<file path="config.mk">
export PLATFORM = sky130hd
export DESIGN_NAME = serial_adder_ctrl
export DESIGN_NICKNAME = d
export VERILOG_FILES = /design/src/rtl/serial_adder_ctrl.sv
export SDC_FILE = /design/constraint.sdc
export NUM_CORES = 1
export LEC_CHECK = 0
export ABC_AREA = 1
export BUFFER_PORTS_ARGS = -buffer_cell sky130_fd_sc_hd__buf_4
export CAP_MARGIN = 40
export CORE_MARGIN = 3
export CORE_UTILIZATION = 48
export DETAILED_ROUTE_END_ITERATION = 16
export PLACE_DENSITY = 0.7
export SKIP_CTS_REPAIR_TIMING = 1
export SYNTH_ARGS = -nofsm -noshare
export SYNTH_HDL_FRONTEND = slang
export SYNTH_SLANG_ARGS = --single-unit
</file>
<file path="constraint.sdc">
create_clock -name clk -period 2.2 [get_ports clk]
set_input_delay 0.11 -clock clk [delete_from_list [all_inputs] [get_ports clk]]
set_output_delay 0.11 -clock clk [all_outputs]
set_load 0.005 [all_outputs]
</file>
<file path="src/rtl/serial_adder_ctrl.sv">
// Bit-serial adder controller: one shared 1-bit full adder cell is walked
// LSB-first across a WIDTH-bit addition. Operands and carry-in are captured
// on the accepting edge. The sum and carry-out are presented with a
// one-cycle done pulse.

// Single-bit full adder cell shared across all bit positions.
module jfulladder (
    output logic sum,
    output logic carryout,
    input  logic a,
    input  logic b,
    input  logic carryin
);
    assign sum      = a ^ b ^ carryin;
    assign carryout = (a & b) | (a & carryin) | (b & carryin);
endmodule

// State table
//   state  | meaning
//   IDLE   | waiting for start; outputs hold the last result
//   ADD    | one bit added per clock through the carry flip-flop
//   DONE   | one-cycle done pulse; a new start here is accepted back-to-back
module serial_adder_ctrl #(
    parameter int WIDTH = 8,
    parameter int CNTW  = 6
) (
    input  logic             clk,
    input  logic             reset,
    input  logic             start,
    input  logic [WIDTH-1:0] a,
    input  logic [WIDTH-1:0] b,
    input  logic             carryin,
    output logic             busy,
    output logic             done,
    output logic [WIDTH-1:0] y,
    output logic             carryout
);

    typedef enum logic [1:0] {
        S_IDLE = 2'd0,
        S_ADD  = 2'd1,
        S_DONE = 2'd2
    } state_t;

    localparam logic [CNTW-1:0] LAST_BIT = CNTW'(WIDTH - 1);

    state_t           state_q, state_d;
    logic [WIDTH-1:0] sa_q, sa_d;
    logic [WIDTH-1:0] sb_q, sb_d;
    logic [WIDTH-1:0] res_q, res_d;
    logic [WIDTH-1:0] y_q, y_d;
    logic             creg_q, creg_d;
    logic             cout_q, cout_d;
    logic [CNTW-1:0]  cnt_q, cnt_d;

    logic             fa_sum;
    logic             fa_cout;

    jfulladder u_fa (
        .sum      (fa_sum),
        .carryout (fa_cout),
        .a        (sa_q[0]),
        .b        (sb_q[0]),
        .carryin  (creg_q)
    );

    // Next-state, datapath update and state-decoded outputs.
    always_comb begin
        state_d = state_q;
        sa_d    = sa_q;
        sb_d    = sb_q;
        res_d   = res_q;
        y_d     = y_q;
        creg_d  = creg_q;
        cout_d  = cout_q;
        cnt_d   = cnt_q;
        busy    = 1'b0;
        done    = 1'b0;

        case (state_q)
            S_IDLE: begin
                if (start) begin
                    sa_d    = a;
                    sb_d    = b;
                    creg_d  = carryin;
                    cnt_d   = '0;
                    state_d = S_ADD;
                end
            end
            S_ADD: begin
                busy   = 1'b1;
                sa_d   = sa_q >> 1;
                sb_d   = sb_q >> 1;
                creg_d = fa_cout;
                cnt_d  = cnt_q + CNTW'(1);
                // Sum bits enter at the MSB so bit 0 lands at position 0 after WIDTH shifts.
                res_d  = {fa_sum, res_q[WIDTH-1:1]};
                if (cnt_q == LAST_BIT) begin
                    y_d     = {fa_sum, res_q[WIDTH-1:1]};
                    cout_d  = fa_cout;
                    state_d = S_DONE;
                end
            end
            S_DONE: begin
                done = 1'b1;
                if (start) begin
                    sa_d    = a;
                    sb_d    = b;
                    creg_d  = carryin;
                    cnt_d   = '0;
                    state_d = S_ADD;
                end else begin
                    state_d = S_IDLE;
                end
            end
            default: begin
                state_d = S_IDLE;
            end
        endcase
    end

    // State and datapath registers with synchronous reset.
    always_ff @(posedge clk) begin
        if (reset) begin
            state_q <= S_IDLE;
            sa_q    <= '0;
            sb_q    <= '0;
            res_q   <= '0;
            y_q     <= '0;
            creg_q  <= 1'b0;
            cout_q  <= 1'b0;
            cnt_q   <= '0;
        end else begin
            state_q <= state_d;
            sa_q    <= sa_d;
            sb_q    <= sb_d;
            res_q   <= res_d;
            y_q     <= y_d;
            creg_q  <= creg_d;
            cout_q  <= cout_d;
            cnt_q   <= cnt_d;
        end
    end

    assign y        = y_q;
    assign carryout = cout_q;

endmodule

</file>
==> results.toml, run 1 <==
[global_route]
grt_pass1_vias = 1465
grt_usage_pct = 17.9
overflow = 0
grt_pass1_wl_mm = 6.39
antenna_found_initial = 0
grt_max_degree = 40

[die]
die_area_um2 = 4660
start_util_pct = 50.5
num_rows = 22
die_y_um = 68.3
num_io_pins = 31
fp.coreArea_um2 = 3690
die_w_um = 68.3

[drt]
wirelength_mm = 3.66
wl_met1_mm = 1.82
wl_met2_mm = 1.66
num_vias = 1641
drt_iter0_markers = 103
wl_met3_um = 154
drc = 0
top_layer = "met4"
first_pass_iters = 5
wl_per_cell_um = 11.0
ant_nets = 0
via_per_inst = 4.93

[yosys]
synth_cell_types = 24
yosysSeqAreaShare_pct = 44.1
synth.most_common_cell = "nand2_1"
synth_flop_cell = "dfxtp_1"
syn-num-nets = 280
synthTopCellsByArea = "dfxtp_1, nand2_1, nor2_1"
syn_inst = 258
ys_ff_latch = 41
synth_edf_count = 0
ys_warn_count = 0
syn_area_um2 = 1860
synth_top_area_share_pct = 44.1
postSynthAreaPerCell_um2 = 7.22
synthTopCellsByCount = "nand2_1, nor2_1, dfxtp_1, o21ai_0, inv_1"
synthArstFlopShare_pct = 0
synth_top_area_cell = "dfxtp_1"

[cells_and_area]
area_delta_synth_final_pct = 17.1
antenna_cells = 0
drive_above_1_share_pct = 18.2
nFillCells = 355
layout.nets = 307
instances_no_fill = 333

[critical_path]
reg2reg_to = "sb_q[6]"
required_ns = 2.09
critical_path_class = "flop to primary output"
crit_fanout = 23
arrival_ns = 1.45
ff2ff_path_depth = 6
ff2ff_setup_slack_ns = 0.72
cp-start-kind = "flop"
reg2reg_from = "state_q[0]"
crit_path_end_kind = "primary output"

[worst_hold_path]
hp-class = "input pin to flop"
min_to = "sb_q[7]"
whs_path_depth = 2
hold_start = "reset"

[sta]
fin_worst_skew_ns = 0.00830
max_freq_ghz = 0.642
whs_ns = 0.0378
layout_min_cycle_time_ns = 1.56
worstMarginPinSlew_ns = 0.553
relSlewSlack_pct = 63.0
drv_slew = 0
hold_viol = 0
setup_tns_ns = 0
setup_violations = 0
rsz0062_at_grt = "false"
period_share_pct = 70.8

[pwr]
p_switching_w = 0.000402
intPower_w = 0.00120
seq_power_share_pct = 51.1
switching_share_pct = 25.1
cellPowerDensity_nw_per_um2 = 735
p_leak_nw = 1.03
pwr-share-comb_pct = 13.1
clock_power_share_pct = 35.8
vdd_drop_max_mv = 0.484

[clocking]
clockBufferDepth = 2
cts_buffers = 5
ctsHtreeMaxLevel = 2
cts.sinks = 41
path_clk_slew_ns = 0.08
clockRootBuffer = "clkbuf_8"
clock_latency_ns = 0.28
cts_tree = "yes"

[run_status]
status = "finished clean"

[placement]
numPortBuffers = 30
place.gp.congestion = 0.811
hpwl_mm = 2.44
dp_cells = 326

[run]
maxCapViolations = 0
[area by class of cell]
type                            count  area, µm²  area share (%)
Clock buffer                        5       68.8            3.16
Clock inverter                      2       35.0            1.61
Multi-Input combinational cell    188        886            40.6
Timing Repair Buffer               32        240            11.0
Sequential cell                    41        821            37.7
Inverter                           17       68.8            3.16
Tap cell                           48       60.1            2.76
[layer usage]
metal  GRT usage, %  vias to the layer above
met3           3.94                        4
met5              0                        -
met1           23.6                      728
met4           4.47                        0
met2           29.7                       34
li1               -                      875
[state kept, by name, summed over array words and instances (netlist names)]
register,cells
sa_q,8
res_q,7
state_q,2
creg_q,1
sb_q,8
cnt_q,6
carryout,1
y,8
[power groups by stage]
| stage | combinational [W] | sequential (W) | clock, W |
|---|---|---|---|
| after floorplan | 0.000170 | 0.000827 | 0 |
| after global placement | 0.000209 | 0.000835 | 0 |
| after detailed placement | 0.000211 | 0.000834 | 0 |
| after CTS | 0.000212 | 0.000818 | 0.000585 |
| after global routing | 0.000246 | 0.000825 | 0.000612 |
| final | 0.000210 | 0.000819 | 0.000573 |
[worst max-delay path: stages (launching register included)]
cell and delay, ns:
dfxtp_1 0.40, inv_6 0.10, nor2_4 0.44, buf_4 0.21
[worst max-delay path by stage]
stage	from	slack (ns)	endpoint
6_report	state_q[0]	0.64	busy
2_1_floorplan	cnt_q[0]	1.05	y[1]
3_3_place_gp	state_q[0]	0.74	carryout
5_1_grt	state_q[0]	0.55	busy
4_1_cts	state_q[0]	0.64	busy
3_5_place_dp	state_q[0]	0.73	carryout
[metrics by stage]
step | utilization (%) | setup WS [ns] | area, µm² | power (W)
final | 59.1 | 0.643 | 2180 | 0.00160
after detailed placement | 56.3 | 0.727 | 2080 | 0.00105
after CTS | 59.1 | 0.637 | 2180 | 0.00161
after global placement | 56.3 | 0.744 | 2080 | 0.00104
after global routing | 59.1 | 0.555 | 2180 | 0.00168
after floorplan | - | 1.05 | 1860 | 0.000997
[cell families after synthesis]
family | Yosys count | share of synthesized area (%)
AND/OR/NAND/NOR | 150 | 35.8
buffers and inverters | 29 | 8.33
flip-flops | 41 | 44.1
adder cells (fa/ha/maj) | 2 | 1.75
AO/OA/AOI/OAI | 36 | 10.1
[cells in the final DEF (no fill, tap or decap), types with 5 or more instances in the layout]
| cell type | synthesis | routed |
|---|---|---|
| o21ai_0 | 15 | 15 |
| nand3_1 | 11 | 11 |
| a21oi_1 | 10 | 10 |
| buf_4 | 2 | 32 |
| nor2_1 | 47 | 47 |
| nand2_1 | 73 | 73 |
| nand4_1 | 10 | 10 |
| o21ai_1 | 10 | 10 |
| clkbuf_8 | 0 | 5 |
| inv_1 | 14 | 14 |
| dfxtp_1 | 41 | 41 |
(Power assumes the default switching activity.)
==> run 2: changes to the inputs <==
- clock period: 2.2 -> 1.5 ns (I/O delays scaled with it)
==> run 2 against run 1 <==
Global-route usage grew 0.10 points. Sequential power grew 47%. Via count grew 0.98%. Flip-flop and latch count is the same. Worst hold slack lost 0.0050 ns. Largest power group unchanged.
==> results.toml, run 2 (synthesis results as in run 1) <==
[pwr]
cellPowerDensity_nw_per_um2 = 1020
p_total_w = 0.00228
vdd_drop_max_mv = 0.560
p_leak_nw = 1.05

[die]
num_rows = 22
start_util_pct = 50.5
fp.coreArea_um2 = 3690
die_w_um = 68.3
num_io_pins = 31
die_area_um2 = 4660
die_y_um = 68.3

[worst_hold_path]
hp-class = "input pin to flop"
whs_path_depth = 3
hold_start = "a[7]"
min_to = "sa_q[7]"

[placement]
place_area_um2 = 2110
hpwl_mm = 2.49
place.gp.congestion = 0.794
dp_cells = 329
numPortBuffers = 30

[critical_path]
reg2reg_from = "cnt_q[0]"
ff2ff_setup_slack_ns = 0.18
critical_path_class = "flop to primary output"
required_ns = 1.42
reg2reg_to = "y[4]"
arrival_ns = 1.32
crit_fanout = 18
cp-start-kind = "flop"
ff2ff_path_depth = 6
crit_path_end_kind = "primary output"

[sta]
max_freq_ghz = 0.718
rsz0062_at_grt = "false"
period_share_pct = 92.8
hold_viol = 0
relSlewSlack_pct = 78.0
drv_slew = 0
setup_violations = 0
layout_min_cycle_time_ns = 1.39
fin_worst_skew_ns = 0.00945
worstMarginPinSlew_ns = 0.330

[drt]
drc = 0
num_vias = 1657
via_per_inst = 4.89
wl_per_cell_um = 11.0
ant_nets = 0
wirelength_mm = 3.73
first_pass_iters = 4
drt_iter0_markers = 136

[global_route]
grt_pass1_vias = 1411
met2_usage_pct = 28.5
grt_max_degree = 44
grt_use_met1_pct = 23.0
antenna_found_initial = 0
overflow = 0
grt_usage_pct = 18.0
met3_usage_pct = 6.57
busiest_layer = "met2"
grt_pass1_wl_mm = 6.24

[cells_and_area]
instances_no_fill = 339
final_common_cell = "nand2_1"
nFillCells = 362
fin_area_um2 = 2230
fin_util_pct = 60.4
drive_above_1_share_pct = 19.9
layout.nets = 313
area_delta_synth_final_pct = 19.7
antenna_cells = 0
most-common-layout-cells = "nand2_1, nor2_1, dfxtp_1, buf_4, o21ai_0"

[clocking]
ctsHtreeMaxLevel = 2
cts_tree = "yes"
path_clk_slew_ns = 0.08
cts.sinks = 41
clock_latency_ns = 0.30
clockBufferDepth = 2
clockRootBuffer = "clkbuf_8"
cts_buffers = 5

[run]
maxCapViolations = 0

[run_status]
status = "finished clean"
-- run 2: changes by cell type in the layout (fill, tap and decap cells not counted), sizes merged --
cell         change
buf              +5
bufinv           -1
clkbuf           +1
clkinv           -1
clkinvlp         +1
dlygate4sd3      +1
-- run 2: how the worst max path moves through the flow --
stage / startpoint / to / slack [ns] / cells past startpoint
floorplan: cnt_q[0] / y[1] / 0.35 / 6
global placement: cnt_q[0] / y[7] / 0.21 / 6
detailed placement: cnt_q[0] / y[4] / 0.16 / 6
CTS: state_q[0] / busy / -0.06 / 4
global route: cnt_q[0] / carryout / 0.03 / 7
finish: state_q[0] / busy / 0.11 / 4
-- run 2: layout make-up --
type                       instances  area (µm²)  area share [%]
sequential                        41         821            36.8
tap                               48        60.1            2.70
inverter                          17        68.8            3.09
multi-input combinational        188         888            39.9
clock inverter                     1        7.51           0.337
clock buffer                       6        82.6            3.71
timing repair buffer              38         300            13.5
-- run 2: layer usage --
layer  vias up  wire [µm]
met5         -          0
met4         0         53
met3         6        188
met2        31       1700
met1       733       1790
li1        887          -
-- run 2: stage by stage --
stage	TNS (ns)	hold WS, ns	worst slack [ns]
4_1_cts	-0.0594	-0.0174	-0.0594
6_report	0	0.0328	0.108
3_3_place_gp	0	0.296	0.205
2_1_floorplan	0	0.144	0.354
3_5_place_dp	0	0.299	0.160
5_1_grt	0	0.0298	0.0323
-- run 2: critical path, stage by stage, from the launching register on --
cell and delay, ns:
dfxtp_1 0.44, inv_6 0.11, nor2_4 0.14, buf_4 0.20, buf_4 0.13
-- run 2: power by group --
part / leakage [nW] / internal [W] / switching [W] / total [W]
logic: 0.667 / 0.000139 / 0.000191 / 0.000330
clock network: 0.0433 / 0.000364 / 0.000384 / 0.000748
registers: 0.336 / 0.00116 / 0.0000448 / 0.00120
total: 1.05 / 0.00166 / 0.000620 / 0.00228
==> run 3: changes to the inputs <==
- clock period: 1.5 -> 1.47 ns (I/O delays scaled with it)
==> run 3 against run 2 <==
Combinational power increased by 3%. Sequential power hardly changed. Die area stayed put. Highest routed layer unchanged. Register-to-register slack is essentially flat. Critical path depth did not move. First-iteration DRC count shrank 2.9%. Largest cell class unchanged. Core utilization up 0.78 points. Total power grew 9.8%. Cell area rose by 1.3%.
==> results.toml, run 3 (synthesis results as in run 1) <==
[die]
start_util_pct = 50.5
fp.coreArea_um2 = 3690
die_w_um = 68.3
die_area_um2 = 4660
num_io_pins = 31
die_y_um = 68.3
num_rows = 22

[cells_and_area]
drive_above_1_share_pct = 20.5
area_delta_synth_final_pct = 21.2
nFillCells = 360
final_common_cell = "nand2_1"
layout.nets = 313
antenna_cells = 0
fin_util_pct = 61.2
layout.area.seq_um2 = 823
multi_input_area_um2 = 888
most-common-layout-cells = "nand2_1, nor2_1, dfxtp_1, buf_4, o21ai_0"

[critical_path]
cpMostUsedCell = "buf_4"
required_ns = 1.40
slowest_stage = "dfxtp_2"
crit_fanout = 18
cp-start-kind = "flop"
arrival_ns = 1.22
crit_path_end_kind = "primary output"
cp_cell_sequence = "inv_6, nor2_4, buf_4, buf_4"
critical_path_class = "flop to primary output"
critPathMaxStageDelay_ns = 0.38

[clocking]
cts.sinks = 41
cts_buffers = 5
cts_tree = "yes"
ctsHtreeMaxLevel = 2
path_clk_slew_ns = 0.08
clock_latency_ns = 0.29
clockBufferDepth = 2
clockRootBuffer = "clkbuf_8"

[placement]
numPortBuffers = 30
hpwl_mm = 2.57
place.gp.congestion = 0.794

[drt]
ant_nets = 0
top_layer = "met4"
wl_met3_um = 203
wl_met2_mm = 1.69
num_vias = 1640
wl_per_cell_um = 11.3
first_pass_iters = 4
via_per_inst = 4.82
wl_met1_mm = 1.87
drc = 0
drt_iter0_markers = 132
wirelength_mm = 3.84

[sta]
period_share_pct = 88.1
max_freq_ghz = 0.772
setup_violations = 0
fin_worst_skew_ns = 0.00779
rsz0062_at_grt = "false"
setup_tns_ns = 0
whs_ns = 0.0367
layout_min_cycle_time_ns = 1.30
relSlewSlack_pct = 77.0
drv_slew = 0
worstMarginPinSlew_ns = 0.345
hold_viol = 0

[global_route]
antenna_found_initial = 0
grt_usage_pct = 18.0
grt_pass1_wl_mm = 6.31
overflow = 0
grt_pass1_vias = 1456
grt_max_degree = 44

[worst_hold_path]
hp-class = "input pin to flop"

[pwr]
vdd_drop_max_mv = 0.581
p_leak_nw = 1.06
p_total_w = 0.00251
cellPowerDensity_nw_per_um2 = 1110

[run_status]
status = "finished clean"

[run]
maxCapViolations = 0
==> run 3: changes by cell type in the layout (fill, tap and decap cells not counted) <==
cell / before / now
clkbuf_1: 0 / 1
dfxtp_1: 41 / 39
bufinv_16: 0 / 1
dfxtp_2: 0 / 2
clkinvlp_4: 1 / 0
==> run 3: cell type report <==
cell class	instances	area share, %
tap	48	2.66
multi-input combinational	188	39.4
timing repair buffer	38	13.3
inverter	17	3.05
clock inverter	1	1.33
clock buffer	7	3.82
sequential	41	36.5
==> run 3: per-stage QoR <==
| step | setup slack (ns) | cells | area, µm² |
|---|---|---|---|
| final | 0.174 | 340 | 2260 |
| after global routing | 0.0596 | 340 | 2260 |
| after CTS | -0.0870 | 337 | 2230 |
| after detailed placement | 0.128 | 329 | 2110 |
| after global placement | 0.173 | 329 | 2110 |
| after floorplan | 0.324 | 258 | 1860 |
==> run 3: path summary, 6_finish.rpt <==
path | to | startpoint | slack (ns) | cells past startpoint
max | busy | state_q[0] | 0.17 | 4
min | sa_q[7] | a[7] | 0.04 | 3
max reg2reg | sb_q[7] | state_q[0] | 0.19 | 6
min reg2reg | sa_q[7] | sa_q[7] | 0.47 | 2
==> run 3: per-layer routing <==
metal / global-route usage [%] / vias up
met5: 0 / -
met4: 6.70 / 0
met3: 5.09 / 8
met2: 29.4 / 37
met1: 22.4 / 711
li1: - / 884
==> run 3: where the power goes <==
group	internal, W	switching [W]	total [W]
combinational	0.000143	0.000198	0.000340
clock	0.000554	0.000382	0.000936
sequential	0.00118	0.0000466	0.00123
==> run 3: worst max-delay path: cells and delay by family (launching register included) <==
family | cells | cell delay, ns
DFF | 1 | 0.38
and+or+nand+nor | 1 | 0.13
buffers and inverters | 3 | 0.42
